$ cat config.mk
export PLATFORM = sky130hd
export DESIGN_NAME = instr_encoder
export DESIGN_NICKNAME = d
export VERILOG_FILES = /design/src/rtl/instr_encoder.sv
export SDC_FILE = /design/constraint.sdc
export NUM_CORES = 1
export LEC_CHECK = 0
export ABC_AREA = 0
export BUFFER_PORTS_ARGS = -buffer_cell sky130_fd_sc_hd__buf_2
export CAP_MARGIN = 25
export CORE_MARGIN = 1
export CORE_UTILIZATION = 25
export DETAILED_ROUTE_END_ITERATION = 7
export MAX_ROUTING_LAYER = met4
export PLACE_DENSITY = 0.44
export REMOVE_ABC_BUFFERS = 1
export SLEW_MARGIN = 20
export SYNTH_ARGS = -nofsm -noshare
export SYNTH_HDL_FRONTEND = slang
export SYNTH_SLANG_ARGS = --single-unit
$ cat constraint.sdc
create_clock -name clk -period 6.2 [get_ports clk]
set_input_delay 0.62 -clock clk [delete_from_list [all_inputs] [get_ports clk]]
set_output_delay 0.62 -clock clk [all_outputs]
set_load 0.01 [all_outputs]
$ cat src/rtl/instr_encoder.sv
// instr_encoder: decoded fields -> RV32I word, 2-stage valid/ready.
// Stage 1 validates and holds the record, stage 2 holds the packed word.
module instr_encoder #(
  parameter logic [31:0] ADDR_BASE = 32'h0000_0000,
  parameter int          ERR_CNT_W = 16
) (
  input  logic                 clk,
  input  logic                 rst,
  input  logic                 in_valid,
  output logic                 in_ready,
  input  logic [2:0]           in_fmt,
  input  logic [6:0]           in_opcode,
  input  logic [2:0]           in_funct3,
  input  logic [6:0]           in_funct7,
  input  logic [4:0]           in_rd,
  input  logic [4:0]           in_rs1,
  input  logic [4:0]           in_rs2,
  input  logic [31:0]          in_imm,
  output logic                 out_valid,
  input  logic                 out_ready,
  output logic [31:0]          out_instr,
  output logic [31:0]          out_addr,
  input  logic                 addr_load,
  input  logic [31:0]          addr_base_in,
  output logic                 err_pulse,
  output logic [1:0]           err_code,
  output logic [ERR_CNT_W-1:0] err_count
);

  localparam logic [2:0] F_R = 3'd0;
  localparam logic [2:0] F_I = 3'd1;
  localparam logic [2:0] F_S = 3'd2;
  localparam logic [2:0] F_B = 3'd3;
  localparam logic [2:0] F_U = 3'd4;
  localparam logic [2:0] F_J = 3'd5;

  typedef struct packed {
    logic [2:0]  fmt;
    logic [6:0]  opcode;
    logic [2:0]  funct3;
    logic [6:0]  funct7;
    logic [4:0]  rd;
    logic [4:0]  rs1;
    logic [4:0]  rs2;
    logic [31:0] imm;
    logic [1:0]  code;
  } s1_t;

  s1_t         s1;
  logic        s1_valid;
  logic        s2_valid;
  logic        s2_free;
  logic        s1_moves;
  logic        drop;
  logic        xfer;
  logic        range_err;
  logic [1:0]  code;
  logic [31:0] word;
  logic [31:0] addr;

  logic i_ok;
  logic b_ok;
  logic j_ok;

  assign i_ok = &in_imm[31:11] | ~|in_imm[31:11];
  assign b_ok = &in_imm[31:12] | ~|in_imm[31:12];
  assign j_ok = &in_imm[31:20] | ~|in_imm[31:20];

  always_comb begin
    range_err = 1'b0;
    unique case (in_fmt)
      F_I, F_S: range_err = !i_ok;
      F_B:      range_err = !b_ok || in_imm[0];
      F_J:      range_err = !j_ok || in_imm[0];
      F_U:      range_err = |in_imm[11:0];
      default:  range_err = 1'b0;
    endcase
  end

  // Highest-priority fault wins: format, then opcode, then range
  always_comb begin
    code = 2'd0;
    if (in_fmt > F_J)
      code = 2'd1;
    else if (in_opcode[1:0] != 2'b11)
      code = 2'd2;
    else if (range_err)
      code = 2'd3;
  end

  assign s2_free  = !s2_valid || out_ready;
  assign s1_moves = s1_valid && s2_free;
  assign in_ready = !s1_valid || s1_moves;
  assign drop     = s1_moves && (s1.code != 2'd0);
  assign xfer     = s2_valid && out_ready;

  always_ff @(posedge clk) begin
    if (rst)
      s1_valid <= 1'b0;
    else if (in_ready)
      s1_valid <= in_valid;
  end

  always_ff @(posedge clk) begin
    if (in_valid && in_ready) begin
      s1.fmt    <= in_fmt;
      s1.opcode <= in_opcode;
      s1.funct3 <= in_funct3;
      s1.funct7 <= in_funct7;
      s1.rd     <= in_rd;
      s1.rs1    <= in_rs1;
      s1.rs2    <= in_rs2;
      s1.imm    <= in_imm;
      s1.code   <= code;
    end
  end

  always_comb begin
    word = {25'd0, s1.opcode};
    unique case (1'b1)
      s1.fmt == F_R:
        word = {s1.funct7, s1.rs2, s1.rs1,
                s1.funct3, s1.rd, s1.opcode};
      s1.fmt == F_I:
        word = {s1.imm[11:0], s1.rs1,
                s1.funct3, s1.rd, s1.opcode};
      s1.fmt == F_S:
        word = {s1.imm[11:5], s1.rs2, s1.rs1,
                s1.funct3, s1.imm[4:0], s1.opcode};
      s1.fmt == F_B:
        word = {s1.imm[12], s1.imm[10:5],
                s1.rs2, s1.rs1, s1.funct3,
                s1.imm[4:1], s1.imm[11], s1.opcode};
      s1.fmt == F_U:
        word = {s1.imm[31:12], s1.rd, s1.opcode};
      s1.fmt == F_J:
        word = {s1.imm[20], s1.imm[10:1],
                s1.imm[11], s1.imm[19:12],
                s1.rd, s1.opcode};
      default:
        word = {25'd0, s1.opcode};
    endcase
  end

  always_ff @(posedge clk) begin
    if (rst) begin
      s2_valid  <= 1'b0;
      out_instr <= 32'd0;
    end else if (s1_moves) begin
      s2_valid <= (s1.code == 2'd0);
      if (s1.code == 2'd0)
        out_instr <= word;
    end else if (out_ready) begin
      s2_valid <= 1'b0;
    end
  end

  always_ff @(posedge clk) begin
    if (rst) begin
      err_pulse <= 1'b0;
      err_code  <= 2'd0;
      err_count <= '0;
    end else begin
      err_pulse <= drop;
      if (drop) begin
        err_code <= s1.code;
        if (!(&err_count))
          err_count <= err_count + ERR_CNT_W'(1);
      end
    end
  end

  // A load overrides the increment; the word leaving now keeps the old address
  always_ff @(posedge clk) begin
    if (rst)
      addr <= ADDR_BASE;
    else if (addr_load)
      addr <= addr_base_in;
    else if (xfer)
      addr <= addr + 32'd4;
  end

  assign out_valid = s2_valid;
  assign out_addr  = addr;

endmodule

Word-level counts from Yosys, hierarchy flattened
Cells that the tools add are included.
Word-level totals
  flip-flop bits (word level): 154
  input bits: 104
  output and inout port bits: 85
  logic and storage cells: 74
Cells by class
  $add $sub $neg: 2
  magnitude comparators: 1
  equality and inequality tests: 11
  muxes and demuxes: 8
  bitwise operators: 4
  reduce and logical (&&, ||, !) cells: 32
Operators with widths (number)
  case mux 32 bit (6 select lines): 1
  2-to-1 mux 32 bit: 2
  adder 32 x 3 -> 32 bit (second input constant): 1
  OR reduction 12 bit: 2
  AND reduction 21 bit: 1
  OR reduction 21 bit: 1
  AND reduction 20 bit: 1
  OR reduction 20 bit: 1
  adder 16 x 1 -> 16 bit (second input constant): 1
  AND reduction 16 bit: 1
  equality test 3 x 2 -> 1 bit (second input constant): 4
  equality test 3 bit (second input constant): 4
  AND reduction 12 bit: 1
  logical NOT 1 bit: 8
  equality test 3 x 1 -> 1 bit (second input constant): 2
  nonzero test 2 bit: 3
  logical AND 1 bit: 4
  logical OR 1 bit: 4
  2-to-1 mux 2 bit: 2
  case mux 1 bit (4 select lines): 1
  AND reduction 2 bit: 2
  greater-than comparator 3 bit (second input constant): 1
  logical NOT 3 bit: 1
  OR 1 bit: 3
  other kinds (5): 6

Longest topological paths before layout
  depth in word-level cells: 8
  depth in mapped cells: 7
  depth with buffers taken out: 6

Worst setup path after synthesis
Ideal clock, no wire load.
  path type: input to register
  start point: input out_ready
  end point: register s1[0] (netlist name) (enable)
  library setup time: 0.435 ns
  data arrival time: 2.487 ns
  data required time: 5.765 ns
  path slack: 3.278 ns
  stages: 3
  path buffers: 0
  path through: nor2b_1 -> nand2_1 -> and2_1
On the way
  longest elaborated chain between the ends: 4
Ends and longest elaborated chain
  start: declaration: RTL line 20  | input logic out_ready,
  logical OR 1 bit: RTL line 91  | assign s2_free = !s2_valid || out_ready;
  logical AND 1 bit: RTL line 92  | assign s1_moves = s1_valid && s2_free;
  logical OR 1 bit: RTL line 93  | assign in_ready = !s1_valid || s1_moves;
  via in_ready: RTL line 10  | output logic in_ready,
  logical AND 1 bit: RTL line 105  | if (in_valid && in_ready) begin
  end: declaration: RTL line 49  | s1_t s1;
The timed path passes the listed nets, and every way through them passes these cells.
A chain may end at the register's enable or synchronous reset.

Final worst setup path
  start point: register s1[68] (netlist name)
  end point: register out_instr[24]
On the way
  longest elaborated chain between the ends: 2
  elaborated cells on any way between the ends: 7
  classes of those cells: eq/ne: 5; mux: 1; reduce/logical: 1
Ends and longest elaborated chain
  equality test 3 bit, or another cell as far along: RTL line 136  | s1.fmt == F_J:
  case mux 32 bit (6 select lines) (*): RTL line 120  | unique case (1'b1)
  end signal: assignment: RTL line 152  | out_instr <= word;
  end: declaration: RTL line 21  | output logic [31:0] out_instr,
Mark *: on every way between the ends. The rest lies on a longest branch, timed or not.

==> flow_summary.rst <==
.. list-table::
   :header-rows: 1

   * - Metric
     - Value
   * - Result of the run
     - finished, final reports clean
   * - Gate count after technology mapping
     - a little over 600
   * - Quantity of gates resized following cts
     - 0
   * - Fmax
     - 442.6 MHz
   * - Setup TNS Final
     - 0 ps
   * - Vias in the first global route
     - between 4000 and 5000
   * - Count of unique library cells instantiated by Yosys
     - between 40 and 50
   * - Pin count of the biggest net entering global routing
     - 86
   * - Worst skew pair latency
     - 420 ps
   * - Clk Tree Root Cell
     - sky130_fd_sc_hd__clkbuf_16
   * - Unrepaired setup endpoints after global routing
     - false
   * - # port buffers
     - roughly 190
   * - Clock transition at the registers of the reported paths
     - roughly 80 ps
   * - Max Fanout on Critical Path
     - 19
   * - Least-Margin Pin Slew
     - 997.1 ps
   * - Count of vias placed by the detailed router
     - ~5300
   * - # fillers
     - about 2700
   * - Largest area contributor in the netlist
     - sky130_fd_sc_hd__edfxtp_1
   * - Buffers inserted by post-CTS timing repair
     - 0
   * - Placeable core area
     - around 0.025 mm2
   * - Fraction of final layout cells with drive strength greater than 1
     - ~29%
   * - Worst ir drop on vdd
     - about 0.00013 V
   * - Slew margin rel.
     - between 30 and 40%
   * - Crit start category
     - register
   * - Time the worst path needs with I/O delays and setup
     - ~2300 ps
   * - Layout overhead on the synthesized area
     - 28.49%
   * - Worst Hold Launch
     - in_funct7[5]
   * - Critical register-to-register path startpoint
     - s1[68]
   * - Max-capacitance violation count
     - 0
   * - Number of synthesized register bits
     - 154
   * - Crit. Startpoint
     - s1[68]
   * - Smallest setup slack after layout
     - ~3900 ps
   * - Count of flip-flops with a built-in enable after synthesis
     - approximately 70
   * - Sequential area share after synthesis
     - 58.13%
   * - Number of hold buffers added after CTS
     - 0
   * - Diodes inserted
     - 0
   * - Clk sinks
     - ~150
   * - Number of antenna violations at the first check in global routing
     - 0
   * - Clock tree from TritonCTS
     - yes
   * - Final setup violation count
     - 0
   * - Power per standard cell area
     - around 290 mW/mm2
   * - Post-synthesis cell area
     - 0.006491 mm2
   * - Hold WC Path Type
     - primary input to register
   * - Lkg Pwr
     - between 0.003 and 0.004 uW
   * - Clock buffers created by TritonCTS
     - 17
   * - Number of warnings reported in the yosys synthesis log
     - 0
   * - Buffers from clock root to sink, at most
     - 2
   * - Die area
     - ~0.027 mm2
   * - Antenna Violating Nets Remaining
     - 0
   * - Final global-route overflow total
     - 0
   * - GP Congestion
     - 0.7698
   * - Initial drt markers
     - between 200 and 300
   * - Share of Yosys cell area claimed by the top area cell type
     - between 30% and 40%
   * - Slew Viols, Final
     - 0
   * - Pre-CTS WS
     - roughly 3800 ps
   * - Final hold violations
     - 0
   * - Main synth FF type
     - sky130_fd_sc_hd__dfxtp_1
   * - Average size of a mapped cell
     - between 10 and 15 um2
   * - Initial cell density of the core
     - between 20 and 30%
   * - Number of DRC violations after detailed routing
     - 0
   * - Setup Crit Path Kind
     - register to register
   * - Data required time of the critical path
     - 6520 ps
   * - Die X-Extent
     - between 150 and 200 um
   * - Crit share post-route
     - 36.44%
   * - Async set-reset flop share out of synthesis
     - 0%
   * - Detailed Place HPWL
     - about 13000 um
   * - Via/cell ratio
     - 4.637
   * - Worst Skew
     - between 10 and 15 ps
   * - CTS H-Tree Depth
     - 4
   * - TritonRoute pass-1 iters
     - 4
   * - I/O pins
     - 189
   * - Num rows
     - 58
   * - Final net count
     - around 900
   * - Total Routing Usage GR
     - between 10% and 20%
   * - Critical Path End Type
     - register
   * - Wire per inst
     - about 16 um
   * - Endpoint arrival time on the critical path
     - 2580 ps
   * - Wire length of the first global-routing pass
     - roughly 28000 um
   * - Height of the die
     - 163.1 um
   * - Wirelength, routed
     - around 18000 um
   * - Area contributors post-synth
     - sky130_fd_sc_hd__edfxtp_1 (32%), sky130_fd_sc_hd__dfxtp_1 (26%), sky130_fd_sc_hd__nor2_1 (4.1%)
area by class of cell:
class / count / area (um2) / share of cell area [%]
sequential: 154 / 3774 / 45.24
multi-input combinational: 420 / 2525 / 30.27
timing repair buffer: 192 / 970.9 / 11.64
clock buffer: 17 / 425.4 / 5.101
tap: 330 / 412.9 / 4.950
clock inverter: 15 / 187.7 / 2.250
inverter: 12 / 45.04 / 0.5401
registers in the layout, indices dropped and copies added, names as in the netlist:
register and count:
s1 69, out_addr 32, out_instr 32, err_count 16, err_code 2, err_pulse 1
out_valid 1, s1_valid 1
cell usage in the layout, fill, tap and decap left out, types with 3 or more instances in the layout:
master                      count
sky130_fd_sc_hd__and4_1         6
sky130_fd_sc_hd__nor2_1        71
sky130_fd_sc_hd__buf_4          4
sky130_fd_sc_hd__o31ai_1        5
sky130_fd_sc_hd__inv_6          4
sky130_fd_sc_hd__a221oi_1      22
sky130_fd_sc_hd__inv_1          9
sky130_fd_sc_hd__nand2_1       56
sky130_fd_sc_hd__clkbuf_16     17
sky130_fd_sc_hd__or4_1          6
sky130_fd_sc_hd__mux2i_1       14
sky130_fd_sc_hd__nand3_1       20
sky130_fd_sc_hd__or3_1          4
sky130_fd_sc_hd__xnor2_1       30
sky130_fd_sc_hd__nand4_1       16
sky130_fd_sc_hd__a311oi_1       5
sky130_fd_sc_hd__o21ai_0       15
sky130_fd_sc_hd__and2_1         3
sky130_fd_sc_hd__clkinv_8       3
sky130_fd_sc_hd__and3_1         8
sky130_fd_sc_hd__edfxtp_1      69
sky130_fd_sc_hd__inv_8          5
sky130_fd_sc_hd__xor2_1         7
sky130_fd_sc_hd__a21oi_1       40
sky130_fd_sc_hd__nor2b_1        7
sky130_fd_sc_hd__nor3_1        26
sky130_fd_sc_hd__o21bai_1       3
sky130_fd_sc_hd__a211oi_1      19
sky130_fd_sc_hd__nor4_1        16
sky130_fd_sc_hd__dfxtp_1       85
sky130_fd_sc_hd__buf_2        188
synthesized netlist by cell type, types with 7 or more instances:
cell	instances
sky130_fd_sc_hd__nor2b_1	7
sky130_fd_sc_hd__a221oi_1	22
sky130_fd_sc_hd__o21ai_0	15
sky130_fd_sc_hd__nand3_1	20
sky130_fd_sc_hd__nor4_1	16
sky130_fd_sc_hd__mux2i_1	14
sky130_fd_sc_hd__inv_1	9
sky130_fd_sc_hd__edfxtp_1	69
sky130_fd_sc_hd__clkbuf_1	28
sky130_fd_sc_hd__dfxtp_1	85
sky130_fd_sc_hd__xor2_1	7
sky130_fd_sc_hd__nand4_1	16
sky130_fd_sc_hd__nor2_1	71
sky130_fd_sc_hd__nand2_1	56
sky130_fd_sc_hd__and3_1	8
sky130_fd_sc_hd__a211oi_1	19
sky130_fd_sc_hd__nor3_1	26
sky130_fd_sc_hd__xnor2_1	30
sky130_fd_sc_hd__a21oi_1	40
where the power goes:
group	internal, uW	switching [uW]	total, uW
Combinational	78.6	108	186
Clock	584	504	1090
Sequential	1110	38.4	1150
stage by stage:
stage / hold slack [ps] / cell area [um2] / power [uW] / cells / utilization, %
6_report: 367.6 / 8341 / 2426 / 1140 / 32.93
5_1_grt: 332.4 / 8341 / 2534 / 1140 / 32.93
4_1_cts: 341.2 / 8341 / 2467 / 1140 / 32.93
3_5_place_dp: 448.3 / 7727 / 1365 / 1108 / 30.51
3_3_place_gp: 441.7 / 7727 / 1365 / 1108 / 30.51
2_1_floorplan: 471.3 / 6341 / 1252 / 586 / -
per-layer routing:
layer	global-route usage [%]	vias to the layer above	wire length [um]
li1	-	2653	-
met1	19.24	2480	9082
met2	21.78	145	8379
met3	3.530	8	903
met4	2.549	0	105
met5	-	-	0
worst max-delay path: stages (launching register included):
cell,delay [ps]
sky130_fd_sc_hd__edfxtp_1,860
sky130_fd_sc_hd__nor2b_1,750
sky130_fd_sc_hd__a21oi_1,150
sky130_fd_sc_hd__nor2_1,110
sky130_fd_sc_hd__a221oi_1,60
sky130_fd_sc_hd__a211oi_1,240
worst paths after layout:
check	end	slack, ps	cells after the start
max	out_instr[24]	3940	5
min	s1[54]	370	1
max reg2reg	out_instr[24]	3940	5
min reg2reg	err_code[1]	460	2
cells by family after synthesis:
family	after synthesis	synth area share [%]
DFF	154	58.13
xor gates and xnor gates	37	4.992
buffers and inverters	48	3.007
muxes	15	2.332
and+or+nand+nor	249	19.06
AOI/OAI and AO/OA	117	12.09
adders and majority gates	2	0.3854
(Power assumes the default switching activity.)
